[src/rtl/accum_mult_mod_pkg.sv]
// Shared types and default sizing for the accum_mult_mod reduction-RAM loader.
package accum_mult_mod_pkg;

   localparam int RAM_A_W_DEF  = 8;
   localparam int RAM_D_W_DEF  = 32;
   localparam int NUM_RAMS_DEF = 12;
   localparam int DEPTH_DEF    = 2 ** RAM_A_W_DEF;

   typedef enum logic [1:0] {
      ST_IDLE,
      ST_SEL,
      ST_WRITE,
      ST_DONE
   } ldr_state_e;

   // Sub-phases of WRITE: accept source words, pad after early i_last,
   // let the final strobe drain, then hold one idle cycle before the next select.
   typedef enum logic [1:0] {
      PH_XFER,
      PH_PAD,
      PH_FLUSH,
      PH_GAP
   } ldr_phase_e;

   function automatic int depth_of(input int aw);
      return 2 ** aw;
   endfunction

endpackage

[src/rtl/accum_mult_mod_ram_loader_if.sv]
// Source stream (val/rdy/dat/last) and reduction-RAM load bus (ram_d/we/se).
interface accum_mult_mod_ram_loader_if #(
   parameter int RAM_D_W = 32
);
   logic               val;
   logic               rdy;
   logic [RAM_D_W-1:0] dat;
   logic               last;
   logic [RAM_D_W-1:0] ram_d;
   logic               ram_we;
   logic               ram_se;

   // master: the loader itself
   modport master (
      input  val, dat, last,
      output rdy, ram_d, ram_we, ram_se
   );

   // slave: host/DMA source plus multiplier-side receiver
   modport slave (
      output val, dat, last,
      input  rdy, ram_d, ram_we, ram_se
   );
endinterface

[src/rtl/accum_mult_mod_ram_loader.sv]
// Frames a val/rdy stream of reduction-table words into NUM_RAMS tables of
// 2**RAM_A_W words on the ram_d/ram_we/ram_se bus toward the multiplier.
//
// state    | meaning
// ---------+-------------------------------------------------------------
// ST_IDLE  | waiting for i_start, o_rdy low
// ST_SEL   | o_ram_se pulse, receiver moves to next RAM at address 0
// ST_WRITE | accept/pad words, then drain and one idle cycle
// ST_DONE  | o_done pulse, o_busy drops next cycle
module accum_mult_mod_ram_loader
   import accum_mult_mod_pkg::*;
#(
   parameter int RAM_A_W  = RAM_A_W_DEF,
   parameter int RAM_D_W  = RAM_D_W_DEF,
   parameter int NUM_RAMS = NUM_RAMS_DEF
) (
   input  logic i_clk,
   input  logic i_rst,
   input  logic i_start,
   output logic o_busy,
   output logic o_done,
   output logic o_err,
   accum_mult_mod_ram_loader_if.master bus
);

   localparam int                  TCNT_W    = $clog2(NUM_RAMS + 1);
   localparam logic [TCNT_W-1:0]   TCNT_LAST = TCNT_W'(NUM_RAMS - 1);
   localparam logic [RAM_A_W-1:0]  WCNT_LAST = RAM_A_W'(depth_of(RAM_A_W) - 1);

   ldr_state_e          r_state;
   ldr_phase_e          r_phase;
   logic [RAM_A_W-1:0]  r_wcnt;
   logic [TCNT_W-1:0]   r_tcnt;
   logic                r_rdy;
   logic [RAM_D_W-1:0]  r_ram_d;
   logic                r_ram_we;
   logic                r_ram_se;
   logic                r_busy;
   logic                r_done;
   logic                r_err;

   always_ff @(posedge i_clk or negedge i_rst) begin
      if (!i_rst) begin
         r_state  <= ST_IDLE;
         r_phase  <= PH_XFER;
         r_wcnt   <= '0;
         r_tcnt   <= '0;
         r_rdy    <= 1'b0;
         r_ram_d  <= '0;
         r_ram_we <= 1'b0;
         r_ram_se <= 1'b0;
         r_busy   <= 1'b0;
         r_done   <= 1'b0;
         r_err    <= 1'b0;
      end else begin
         r_ram_se <= 1'b0;
         r_done   <= 1'b0;
         case (r_state)
            ST_IDLE: begin
               r_ram_we <= 1'b0;
               r_rdy    <= 1'b0;
               if (i_start) begin
                  r_state  <= ST_SEL;
                  r_err    <= 1'b0;
                  r_tcnt   <= '0;
                  r_busy   <= 1'b1;
                  r_ram_se <= 1'b1;
               end
            end
            ST_SEL: begin
               r_wcnt  <= '0;
               r_rdy   <= 1'b1;
               r_phase <= PH_XFER;
               r_state <= ST_WRITE;
            end
            ST_WRITE: begin
               case (r_phase)
                  PH_XFER: begin
                     if (bus.val && r_rdy) begin
                        r_ram_we <= 1'b1;
                        r_ram_d  <= bus.dat;
                        r_wcnt   <= r_wcnt + RAM_A_W'(1);
                        if (r_wcnt == WCNT_LAST) begin
                           r_rdy   <= 1'b0;
                           r_phase <= PH_FLUSH;
                           if (!bus.last) r_err <= 1'b1;
                        end else if (bus.last) begin
                           r_rdy   <= 1'b0;
                           r_phase <= PH_PAD;
                           r_err   <= 1'b1;
                        end
                     end else begin
                        r_ram_we <= 1'b0;
                     end
                  end
                  PH_PAD: begin
                     // zero fill keeps the receiver address aligned to DEPTH
                     r_ram_we <= 1'b1;
                     r_ram_d  <= '0;
                     r_wcnt   <= r_wcnt + RAM_A_W'(1);
                     if (r_wcnt == WCNT_LAST) r_phase <= PH_FLUSH;
                  end
                  PH_FLUSH: begin
                     r_ram_we <= 1'b0;
                     r_phase  <= PH_GAP;
                  end
                  default: begin
                     r_tcnt <= r_tcnt + TCNT_W'(1);
                     if (r_tcnt == TCNT_LAST) begin
                        r_state <= ST_DONE;
                        r_done  <= 1'b1;
                     end else begin
                        r_state  <= ST_SEL;
                        r_ram_se <= 1'b1;
                     end
                  end
               endcase
            end
            default: begin
               r_busy  <= 1'b0;
               r_state <= ST_IDLE;
            end
         endcase
      end
   end

   assign bus.rdy    = r_rdy;
   assign bus.ram_d  = r_ram_d;
   assign bus.ram_we = r_ram_we;
   assign bus.ram_se = r_ram_se;
   assign o_busy     = r_busy;
   assign o_done     = r_done;
   assign o_err      = r_err;

endmodule

[src/flat_wrapper.sv]
// flat-port wrapper written by rule: the top's interface ports become plain ports
module accum_mult_mod_ram_loader_flat import accum_mult_mod_pkg::*;
#(
   parameter int RAM_A_W  = RAM_A_W_DEF,
   parameter int RAM_D_W  = RAM_D_W_DEF,
   parameter int NUM_RAMS = NUM_RAMS_DEF
)
  (i_clk, i_rst, i_start, o_busy, o_done, o_err, bus_val, bus_dat, bus_last, bus_rdy, bus_ram_d, bus_ram_we, bus_ram_se);
  accum_mult_mod_ram_loader_if #(.RAM_D_W(RAM_D_W)) bus_i ();
  input  logic i_clk;
  input  logic i_rst;
  input  logic i_start;
  output logic o_busy;
  output logic o_done;
  output logic o_err;
  input wire logic [$bits(bus_i.val)-1:0] bus_val;
  input wire logic [$bits(bus_i.dat)-1:0] bus_dat;
  input wire logic [$bits(bus_i.last)-1:0] bus_last;
  output wire logic [$bits(bus_i.rdy)-1:0] bus_rdy;
  output wire logic [$bits(bus_i.ram_d)-1:0] bus_ram_d;
  output wire logic [$bits(bus_i.ram_we)-1:0] bus_ram_we;
  output wire logic [$bits(bus_i.ram_se)-1:0] bus_ram_se;
  assign bus_i.val = bus_val;
  assign bus_i.dat = bus_dat;
  assign bus_i.last = bus_last;
  assign bus_rdy = bus_i.rdy;
  assign bus_ram_d = bus_i.ram_d;
  assign bus_ram_we = bus_i.ram_we;
  assign bus_ram_se = bus_i.ram_se;
  accum_mult_mod_ram_loader #(.RAM_A_W(RAM_A_W), .RAM_D_W(RAM_D_W), .NUM_RAMS(NUM_RAMS)) u_core (.i_clk(i_clk), .i_rst(i_rst), .i_start(i_start), .o_busy(o_busy), .o_done(o_done), .o_err(o_err), .bus(bus_i));
endmodule
[config.mk]
export PLATFORM = sky130hd
export DESIGN_NAME = accum_mult_mod_ram_loader_flat
export DESIGN_NICKNAME = d
export VERILOG_FILES = /design/src/rtl/accum_mult_mod_pkg.sv /design/src/rtl/accum_mult_mod_ram_loader_if.sv /design/src/rtl/accum_mult_mod_ram_loader.sv /design/src/flat_wrapper.sv
export SDC_FILE = /design/constraint.sdc
export NUM_CORES = 1
export LEC_CHECK = 0
export CORE_MARGIN = 10
export CORE_UTILIZATION = 44
export DETAILED_ROUTE_END_ITERATION = 8
export PLACE_DENSITY = 0.84
export SYNTH_ARGS = -nofsm -noshare
export SYNTH_HDL_FRONTEND = slang
export SYNTH_SLANG_ARGS = --single-unit
[constraint.sdc]
create_clock -name i_clk -period 2.3 [get_ports i_clk]
set_input_delay 0.23 -clock i_clk [delete_from_list [all_inputs] [get_ports i_clk]]
set_output_delay 0.23 -clock i_clk [all_outputs]
set_load 0.005 [all_outputs]
==> results of run 1 <==
-- synthesized netlist by cell type (2+ instances only) --
cell type  count
a211oi_2       2
nor2b_1        3
mux2i_1        5
and3_1         2
clkbuf_1       3
nor2_2         2
dfrtp_1       54
buf_4          3
a21o_1         2
nand2b_1       4
nor2_1        12
nand4_1        4
a221o_1        2
o21ai_0       14
nand3_1        5
o2bb2ai_1      3
nor3_1         5
inv_1          7
buf_2          5
ha_1          10
a22o_1        33
nand2_1       16
a21oi_1        7
-- worst max-delay path, delay by kind of cell, from the launching register on --
family	cells	cell delay [ns]
buf+inv	1	0.10
fa+ha+maj	1	0.49
flops	1	0.45
simple gates	1	0.51
compound gates	1	0.40
-- metrics by stage --
step / cell area, um^2 / hold WS [ns]
4_1_cts: 3430 / 0.356
3_5_place_dp: 3340 / 0.162
3_3_place_gp: 3340 / 0.152
2_1_floorplan: 2540 / -0.0656
6_report: 3430 / 0.360
5_1_grt: 3430 / 0.390
-- worst paths after layout --
kind	to	startpoint	slack (ns)	depth (start not counted)
worst min register to register	u_core.bus.ram_d[16]	u_core.bus.ram_d[16]	0.51	1
worst max-delay path	u_core.bus.ram_d[11]	u_core.r_state[0]	0.23	4
worst max register to register	u_core.bus.ram_d[11]	u_core.r_state[0]	0.23	4
worst min-delay path	u_core.r_wcnt[6]	i_rst	0.36	2
min in group i_clk	u_core.bus.ram_d[16]	u_core.bus.ram_d[16]	0.51	1
max in group asynchronous	u_core.bus.ram_d[4]	i_rst	1.30	3
-- registers in the layout, summed over array words and instances (netlist names), 2 cells and up --
name	flops
u_core.r_state	2
u_core.bus.ram_d	32
u_core.r_phase	2
u_core.r_wcnt	8
u_core.r_tcnt	4
-- power breakdown --
part	leakage, uW	total, uW	switching [uW]	internal, uW
clock	0.0000362	515	306	208
sequential	0.000723	1410	182	1220
combinational	0.000724	1560	706	859
-- routing by layer --
layer  share of wire (%)  track usage (%)  up-vias  routed length [um]
met5                   0                0        -                   0
met4                 1.3             5.04        0                  86
met3                 8.6             3.04        8                 570
met2                  43             21.0       87                2830
met1                  47             20.4      986                3140
li1                    -                -      984                   -
-- cells by family after synthesis --
| logic type | Yosys count | synth area share, % |
|---|---|---|
| mux | 5 | 1.97 |
| fa+ha+maj | 10 | 4.93 |
| compound gates | 77 | 23.4 |
| flops | 54 | 53.2 |
| xor+xnor | 1 | 0.345 |
| simple gates | 60 | 12.8 |
| buf+inv | 18 | 3.35 |
-- layout make-up --
class                      instances  area [um^2]  share of cell area (%)
clock buffer                       5         68.8                    2.01
timing repair buffer              79          776                    22.6
sequential                        54         1350                    39.4
multi-input combinational        153         1100                    32.2
clock inverter                     2         15.0                   0.438
inverter                           7         26.3                   0.766
tap                               72         90.1                    2.63
-- cell usage in the layout, fill, tap and decap left out, types with 7 or more instances in the layout --
| master | n |
|---|---|
| inv_1 | 7 |
| dfrtp_1 | 54 |
| a21oi_1 | 7 |
| a22o_1 | 33 |
| o21ai_0 | 14 |
| ha_1 | 10 |
| nand2_1 | 16 |
| nor2_1 | 12 |
| clkdlybuf4s50_1 | 73 |
-- what timing repair did --
| item | CTS | global route |
|---|---|---|
| endpoints found under the setup margin | 0 | 0 |
| gates resized for setup | 0 | 0 |
| hold buffers | 1 | 0 |
| endpoints found under the hold margin | 14 | 0 |
==> implementation parameters, run 1 <==
Parameter                              Value

Critical path
  Largest stage delay on the critical path ... 0.51 ns
  Crit path kind ... reg -> reg
  CP max-delay cell ... nand2_2
  Critical Path Sink Type ... flip-flop
  Worst Path Required ... 2.49 ns
  Critical path arrival ... 2.27 ns
  Critical-path cell list ... inv_1, ha_1, nand2_2, a22o_1
  Critical path fanouts, max ... 32
  Crit start category ... flip-flop

Detailed routing
  Total via count after detailed routing ... 2065
  DRC violations left ... 0
  WL/cell ... 17.8 um
  Vias per Instance ... 5.55
  Number of design-rule violations left by the first detailed-router iteration ... 195
  Length of the first detailed-routing pass in iterations ... 4
  Aggregate routed wire length ... 6630 um
  Antenna Nets Post-Route ... 0

Power
  Overall power ... 3480 uW
  Static Leak ... 0.00148 uW
  Worst IR Drop VDD ... 0.000532 V
  Cell area power density ... 1020 mW/mm^2

Status
  Run status ... completed

Die
  Die boundary height ... 96.0 um
  Die width ... 96.0 um
  Core outline area ... 0.00554 mm^2
  Starting utilization of the core area ... 45.8%
  Floorplan die area ... 0.00921 mm^2
  Number of placement rows ... 27
  Number of placed I/O pins ... 75

CTS
  Number of CTS-inserted buffers ... 5
  Maximum clock insertion buffer count ... 2
  Clock root cell ... clkbuf_8
  Clock insertion delay at the later pin of the skew report ... 0.31 ns
  Sink count of the clock tree ... 54
  CTS H-tree lvls ... 2
  Clock tree from TritonCTS ... done
  Setup Fix Bufs, Post-CTS ... 0
  Clock slew at reported path FFs ... 0.10 ns

Timing
  Total count of hold-check failures in the final report ... 0
  Final critical-path share of the clock period ... 90.1%
  Finish-stage setup viols ... 0
  Headroom to the max-slew limit ... 58.6%
  Setup WS post-layout ... 0.227 ns
  Max-slew violation count ... 0
  Worst slew pin tran ... 0.619 ns
  Maximum clock rate ... 0.482 GHz
  Final worst clock skew ... 0.00594 ns
  Setup total negative slack ... 0 ns
  Fin crit period ... 2.07 ns
  RSZ-0062 raised after global routing ... no

Yosys
  Synthesized area divided by synthesized cell count ... 11.3 um^2
  Area share of the largest cell type after synthesis ... 53.2%
  Synth cell types ... 45
  Post-synthesis async set-or-reset flop share ... 100%
  Share of synthesized area occupied by flip-flops and latches ... 53.2%
  Netlist area before placement ... 0.00254 mm^2
  Most frequently used flop master after synthesis ... dfrtp_1
  Synthesis-stage register bit count ... 54
  Cell taking the most area after synthesis ... dfrtp_1
  Number of warnings reported in the yosys synthesis log ... 0
  Post-synthesis instance total ... 225
  Cell types occupying the most area after synthesis ... dfrtp_1 53%, a22o_1 11%, ha_1 4.9%, o21ai_0 2.8%, nand2_1 2.4%
  Synthesized Nets ... 272
  EDFF count, synth ... 0

Global route
  Grt ovf ... 0
  Pin count of the biggest net entering global routing ... 33
  All-Layer GR Usage ... 14.3%
  Number of global-route vias before repair ... 1964
  Initial antenna violation count ... 0
  Global-route wire length before repair ... 10400 um

Job
  Max-cap violation count ... 0

Finish
  Fraction of the core area covered by cells at the end of the flow ... 61.9%
  Post-layout nets ... 347
  Finished Layout Cells ... 372
  Fillcell total ... 434
  Diode count ... 0
  Share of layout cells above drive strength 1 ... 8.00%
  Area growth from synthesis to layout ... 35.1%

Placed design
  Routability cong. ... 0.976
  Number of instances in the placed design ... 364
  Post-Place Worst Slack ... 0.242 ns
  Half-perimeter wire length after detailed placement ... 5040 um
  Number of port buffers ... 74

Worst hold path
  Type of the worst min-delay path ... in -> async
No activity file was read; power rests on OpenSTA's default activity.
==> run 2, diff against run 1 <==
CORE_ASPECT_RATIO = 0.9   (was default)
==> run 2 against run 1 <==
Cell count down 0.54%. Register-to-register slack better by 0.09 ns. Wire length down 3.7%. First-iteration DRC count down 41%. Critical path type unchanged. Largest cell class unchanged. Largest power group unchanged.
==> implementation parameters, run 2 (synthesis gave the netlist of run 1 again) <==
Parameter                              Value

Critical path
  Critical Path Sink Type ... flip-flop
  Largest stage delay on the critical path ... 0.42 ns
  Length in cells of the worst reg-to-reg path ... 6
  Crit start category ... flip-flop
  Critical path arrival ... 2.18 ns
  CP max-delay cell ... dfrtp_1
  Worst R2R Setup Slack ... 0.32 ns
  Critical path fanouts, max ... 32
  Critical-path cell list ... inv_1, ha_1, nand3_4, nand2_4, nand2_2, a22o_1
  Worst setup path start ... u_core.r_phase[0]
  Crit path kind ... reg -> reg
  Combined buffer and inverter count along the critical path ... 1
  Terminus of the critical flop-to-flop path ... u_core.bus.ram_d[10]
  Reg-to-reg startpoint ... u_core.r_phase[0]
  Top cell family by delay on the critical path ... simple AND/OR/NAND/NOR gates
  Worst Path Required ... 2.50 ns

Detailed routing
  Length of the first detailed-routing pass in iterations ... 4
  Vias per Instance ... 5.50
  Top layer reached by signal wires ... met4
  Sum of met3 wire segment lengths after detailed routing ... 435 um
  Met2 WL ... 3090 um
  Aggregate routed wire length ... 6380 um
  Total via count after detailed routing ... 2034
  WL met1 ... 2800 um
  Antenna Nets Post-Route ... 0
  DRC violations left ... 0
  Number of design-rule violations left by the first detailed-router iteration ... 116
  WL/cell ... 17.2 um

CTS
  Number of CTS-inserted buffers ... 5
  Clock root cell ... clkbuf_8
  Clock slew at reported path FFs ... 0.10 ns
  Sink count of the clock tree ... 54
  Maximum clock insertion buffer count ... 2
  Setup Fix Bufs, Post-CTS ... 0
  Clock tree from TritonCTS ... done
  Clock insertion delay at the later pin of the skew report ... 0.31 ns
  CTS H-tree lvls ... 2

Finish
  Share of layout cells above drive strength 1 ... 8.33%
  Most frequent cells in the layout ... 73 x clkdlybuf4s50_1, 54 x dfrtp_1, 33 x a22o_1, 16 x nand2_1, 14 x o21ai_0
  Finished Layout Cells ... 370
  Fillcell total ... 452
  Most frequent standard cell in the layout excluding fill and tap cells ... clkdlybuf4s50_1
  Flip-flop count of the largest register after layout ... 32
  Area of the multi-input gates ... 0.00111 mm^2
  Fraction of the core area covered by cells at the end of the flow ... 61.3%
  Diode count ... 0
  Area growth from synthesis to layout ... 35.8%
  Post-layout nets ... 346
  FF+latch area ... 0.00135 mm^2

Global route
  Global-route wire length before repair ... 10800 um
  Number of global-route vias before repair ... 2103
  Initial antenna violation count ... 0
  Grt ovf ... 0
  Pin count of the biggest net entering global routing ... 33
  All-Layer GR Usage ... 13.9%

Timing
  Fin crit period ... 1.98 ns
  Setup WS post-layout ... 0.318 ns
  Final critical-path share of the clock period ... 86.2%
  Maximum clock rate ... 0.504 GHz
  Finish-stage setup viols ... 0
  RSZ-0062 raised after global routing ... no
  Worst slew pin tran ... 0.617 ns
  Headroom to the max-slew limit ... 58.9%
  Total count of hold-check failures in the final report ... 0
  Final worst clock skew ... 0.00566 ns
  Max-slew violation count ... 0
  Setup total negative slack ... 0 ns

Die
  Number of placed I/O pins ... 75
  Die width ... 100 um
  Die boundary height ... 92.1 um
  Floorplan die area ... 0.00922 mm^2
  Starting utilization of the core area ... 45.1%
  Core outline area ... 0.00563 mm^2
  Number of placement rows ... 26

Placed design
  Number of port buffers ... 74
  Half-perimeter wire length after detailed placement ... 4770 um
  Post-Place Worst Slack ... 0.203 ns
  Routability cong. ... 0.863
  Number of instances in the placed design ... 361

Power
  Static Leak ... 0.00149 uW
  Cell area power density ... 1020 mW/mm^2
  Worst IR Drop VDD ... 0.000513 V

Job
  Max-cap violation count ... 0

Worst hold path
  Type of the worst min-delay path ... in -> async

Status
  Run status ... completed
==> run 2: where the power goes <==
part	internal (uW)	total [uW]	leakage [uW]	switching, uW
Sequential	1220	1400	0.000723	178
Combinational	862	1560	0.000722	700
Clock	227	571	0.0000502	344
==> run 2: per-stage QoR <==
stage | cell area (um^2) | power, uW | hold WS, ns
final | 3450 | 3530 | 0.462
after global routing | 3450 | 3770 | 0.504
after CTS | 3450 | 3560 | 0.487
after detailed placement | 3340 | 2990 | 0.277
after global placement | 3340 | 2940 | 0.269
after floorplan | 2540 | 2210 | -0.0656
==> run 2: per-layer routing <==
metal,GRT usage (%),vias to the layer above
li1,-,983
met5,0,-
met4,2.82,0
met3,3.90,5
met2,23.0,53
met1,17.7,993
==> run 2: worst register-to-register path: stages (launching register included) <==
cell and delay, ns:
dfrtp_1 0.42, inv_1 0.10, ha_1 0.29, nand3_4 0.20, nand2_4 0.13, nand2_2 0.35, a22o_1 0.38
==> run 2: timing repair <==
item | CTS | global route
setup endpoints to repair | 0 | 1
hold endpoints to repair | 24 | 0
gates resized for setup | 0 | 1
hold buffers | 1 | 0
==> run 2: worst max-delay path by stage <==
stage                                end  slack, ns  cells after the start
floorplan               u_core.r_wcnt[0]       0.74                      6
global placement    u_core.bus.ram_d[19]       0.24                      4
detailed placement  u_core.bus.ram_d[10]       0.20                      4
CTS                     u_core.r_wcnt[0]       0.09                      5
global route        u_core.bus.ram_d[10]       0.13                      6
finish              u_core.bus.ram_d[10]       0.32                      6
==> run 2: final cells by class <==
type	instances	share of cell area, %
Clock buffer	5	1.99
Clock inverter	3	0.834
Inverter	7	0.762
Multi-Input combinational cell	153	32.1
Sequential cell	54	39.2
Tap cell	70	2.54
Timing Repair Buffer	78	22.6
==> run 3, diff against run 2 <==
PLACE_DENSITY = 0.75   (was 0.84)
==> run 3 against run 2 <==
Count of clock-buffer cells in the layout grew 1. Maximum frequency increased by 1.0%. Combinational power about the same. Sequential share of layout area down 0.41 points. Sequential power barely moved. Via count rose by 0.49%. Largest power group unchanged.
==> implementation parameters, run 3 (synthesis gave the netlist of run 1 again) <==
Parameter                              Value

Power
  Clock network power share ... 18.6%
  Static Leak ... 0.00151 uW
  Cell area power density ... 1050 mW/mm^2
  Seq pwr share ... 38.4%
  Switching share of power ... 32.9%
  Worst IR Drop VDD ... 0.000500 V
  Switching Power ... 1200 uW
  Design internal power ... 2450 uW
  Part of the total power dissipated in combinational logic ... 43.0%

CTS
  Sink count of the clock tree ... 54
  Clock slew at reported path FFs ... 0.10 ns
  Setup Fix Bufs, Post-CTS ... 0
  CTS H-tree lvls ... 2
  Clock root cell ... clkbuf_8
  Clock tree from TritonCTS ... done
  Clock insertion delay at the later pin of the skew report ... 0.31 ns
  Maximum clock insertion buffer count ... 2
  Number of CTS-inserted buffers ... 5

Global route
  Met1 capacity usage during global routing ... 18.0%
  Number of global-route vias before repair ... 2022
  Global Route met3 Usage ... 4.80%
  GRT busiest layer ... met2
  Global-route wire length before repair ... 10500 um
  Grt ovf ... 0
  Initial antenna violation count ... 0
  Pin count of the biggest net entering global routing ... 46
  Met2 usage in global routing ... 21.3%
  All-Layer GR Usage ... 13.7%

Detailed routing
  DRC violations left ... 0
  Number of design-rule violations left by the first detailed-router iteration ... 141
  Antenna Nets Post-Route ... 0
  WL/cell ... 17.1 um
  Length of the first detailed-routing pass in iterations ... 4
  Aggregate routed wire length ... 6360 um
  Total via count after detailed routing ... 2044
  Vias per Instance ... 5.49

Timing
  Total count of hold-check failures in the final report ... 0
  Maximum clock rate ... 0.510 GHz
  Finish-stage setup viols ... 0
  RSZ-0062 raised after global routing ... no
  Fin crit period ... 1.96 ns
  Final critical-path share of the clock period ... 85.3%
  Setup total negative slack ... 0 ns
  Max-slew violation count ... 0
  Headroom to the max-slew limit ... 59.5%
  Final worst clock skew ... 0.00558 ns
  Worst slew pin tran ... 0.605 ns

Placed design
  Half-perimeter wire length after detailed placement ... 4670 um
  Routability cong. ... 0.835
  Number of instances in the placed design ... 363
  Number of port buffers ... 74

Die
  Core outline area ... 0.00563 mm^2
  Starting utilization of the core area ... 45.1%
  Die boundary height ... 92.1 um
  Number of placement rows ... 26
  Number of placed I/O pins ... 75
  Die width ... 100 um
  Floorplan die area ... 0.00922 mm^2

Finish
  Most frequent cells in the layout ... 73 x clkdlybuf4s50_1, 54 x dfrtp_1, 33 x a22o_1, 16 x nand2_1, 14 x o21ai_0
  Post-layout nets ... 348
  Flip-flop count of the largest register after layout ... 32
  Finished Layout Cells ... 372
  Most frequent standard cell in the layout excluding fill and tap cells ... clkdlybuf4s50_1
  Share of layout cells above drive strength 1 ... 8.61%
  Diode count ... 0
  Area growth from synthesis to layout ... 37.2%
  Fillcell total ... 468

Critical path
  Length in cells of the worst reg-to-reg path ... 6
  Crit start category ... flip-flop
  Worst Path Required ... 2.50 ns
  Reg-to-reg startpoint ... u_core.r_phase[0]
  Terminus of the critical flop-to-flop path ... u_core.bus.ram_d[10]
  Crit path kind ... reg -> reg
  Critical path fanouts, max ... 32
  Worst R2R Setup Slack ... 0.34 ns
  Critical Path Sink Type ... flip-flop
  Critical path arrival ... 2.16 ns

Status
  Run status ... completed

Job
  Max-cap violation count ... 0

Worst hold path
  Type of the worst min-delay path ... in -> async
-- run 3: metrics by stage --
stage                     hold slack [ns]  cell area, um^2  worst slack [ns]  util (%)  total power, uW
after floorplan                   -0.0656             2540             0.742         -             2210
after global placement             0.0917             3350             0.402      59.6             2970
after detailed placement           0.0950             3350             0.337      59.6             3010
after CTS                           0.321             3490             0.307      61.9             3700
after global routing                0.326             3490             0.165      61.9             3920
final                               0.310             3490             0.338      61.9             3660
-- run 3: how the worst max path moves through the flow --
stage	end	from	cells past startpoint	slack, ns
global route	u_core.bus.ram_d[10]	u_core.r_phase[0]	6	0.16
global placement	u_core.bus.ram_d[11]	u_core.r_state[0]	4	0.40
finish	u_core.bus.ram_d[10]	u_core.r_phase[0]	6	0.34
floorplan	u_core.r_wcnt[0]	u_core.r_state[0]	6	0.74
detailed placement	u_core.bus.ram_d[12]	u_core.r_phase[0]	6	0.34
CTS	u_core.bus.ram_d[21]	u_core.r_phase[0]	6	0.31
-- run 3: layout make-up --
class	count	area [um^2]	share of cell area, %
clock buffers	6	82.6	2.37
clock inverters	2	38.8	1.11
inverters	7	26.3	0.754
multi-input cells	153	1100	31.7
flip-flops and latches	54	1350	38.8
well taps	70	87.6	2.51
repair buffers	80	796	22.8
-- run 3: repair_timing --
action,4_1_cts,5_1_grt
hold buffers,1,0
gates resized for setup,0,0
hold endpoints to repair,9,0
-- run 3: worst max-delay path, cell delays in order, from the launching register on --
cell	delay [ns]
dfrtp_1	0.42
inv_1	0.10
ha_1	0.28
nand3_4	0.19
nand2_4	0.13
nand2_2	0.35
a22o_1	0.38
-- run 3: power groups by stage --
stage / sequential, uW / clock (uW) / combinational [uW]
5_1_grt: 1440 / 742 / 1740
2_1_floorplan: 1420 / 0 / 788
3_5_place_dp: 1420 / 0 / 1590
3_3_place_gp: 1420 / 0 / 1550
6_report: 1400 / 682 / 1570
4_1_cts: 1410 / 696 / 1600
-- run 3: layer usage --
layer,vias up,wire length (um)
met5,-,0
met4,0,41
met3,6,399
met2,57,3030
met1,995,2890
li1,986,-
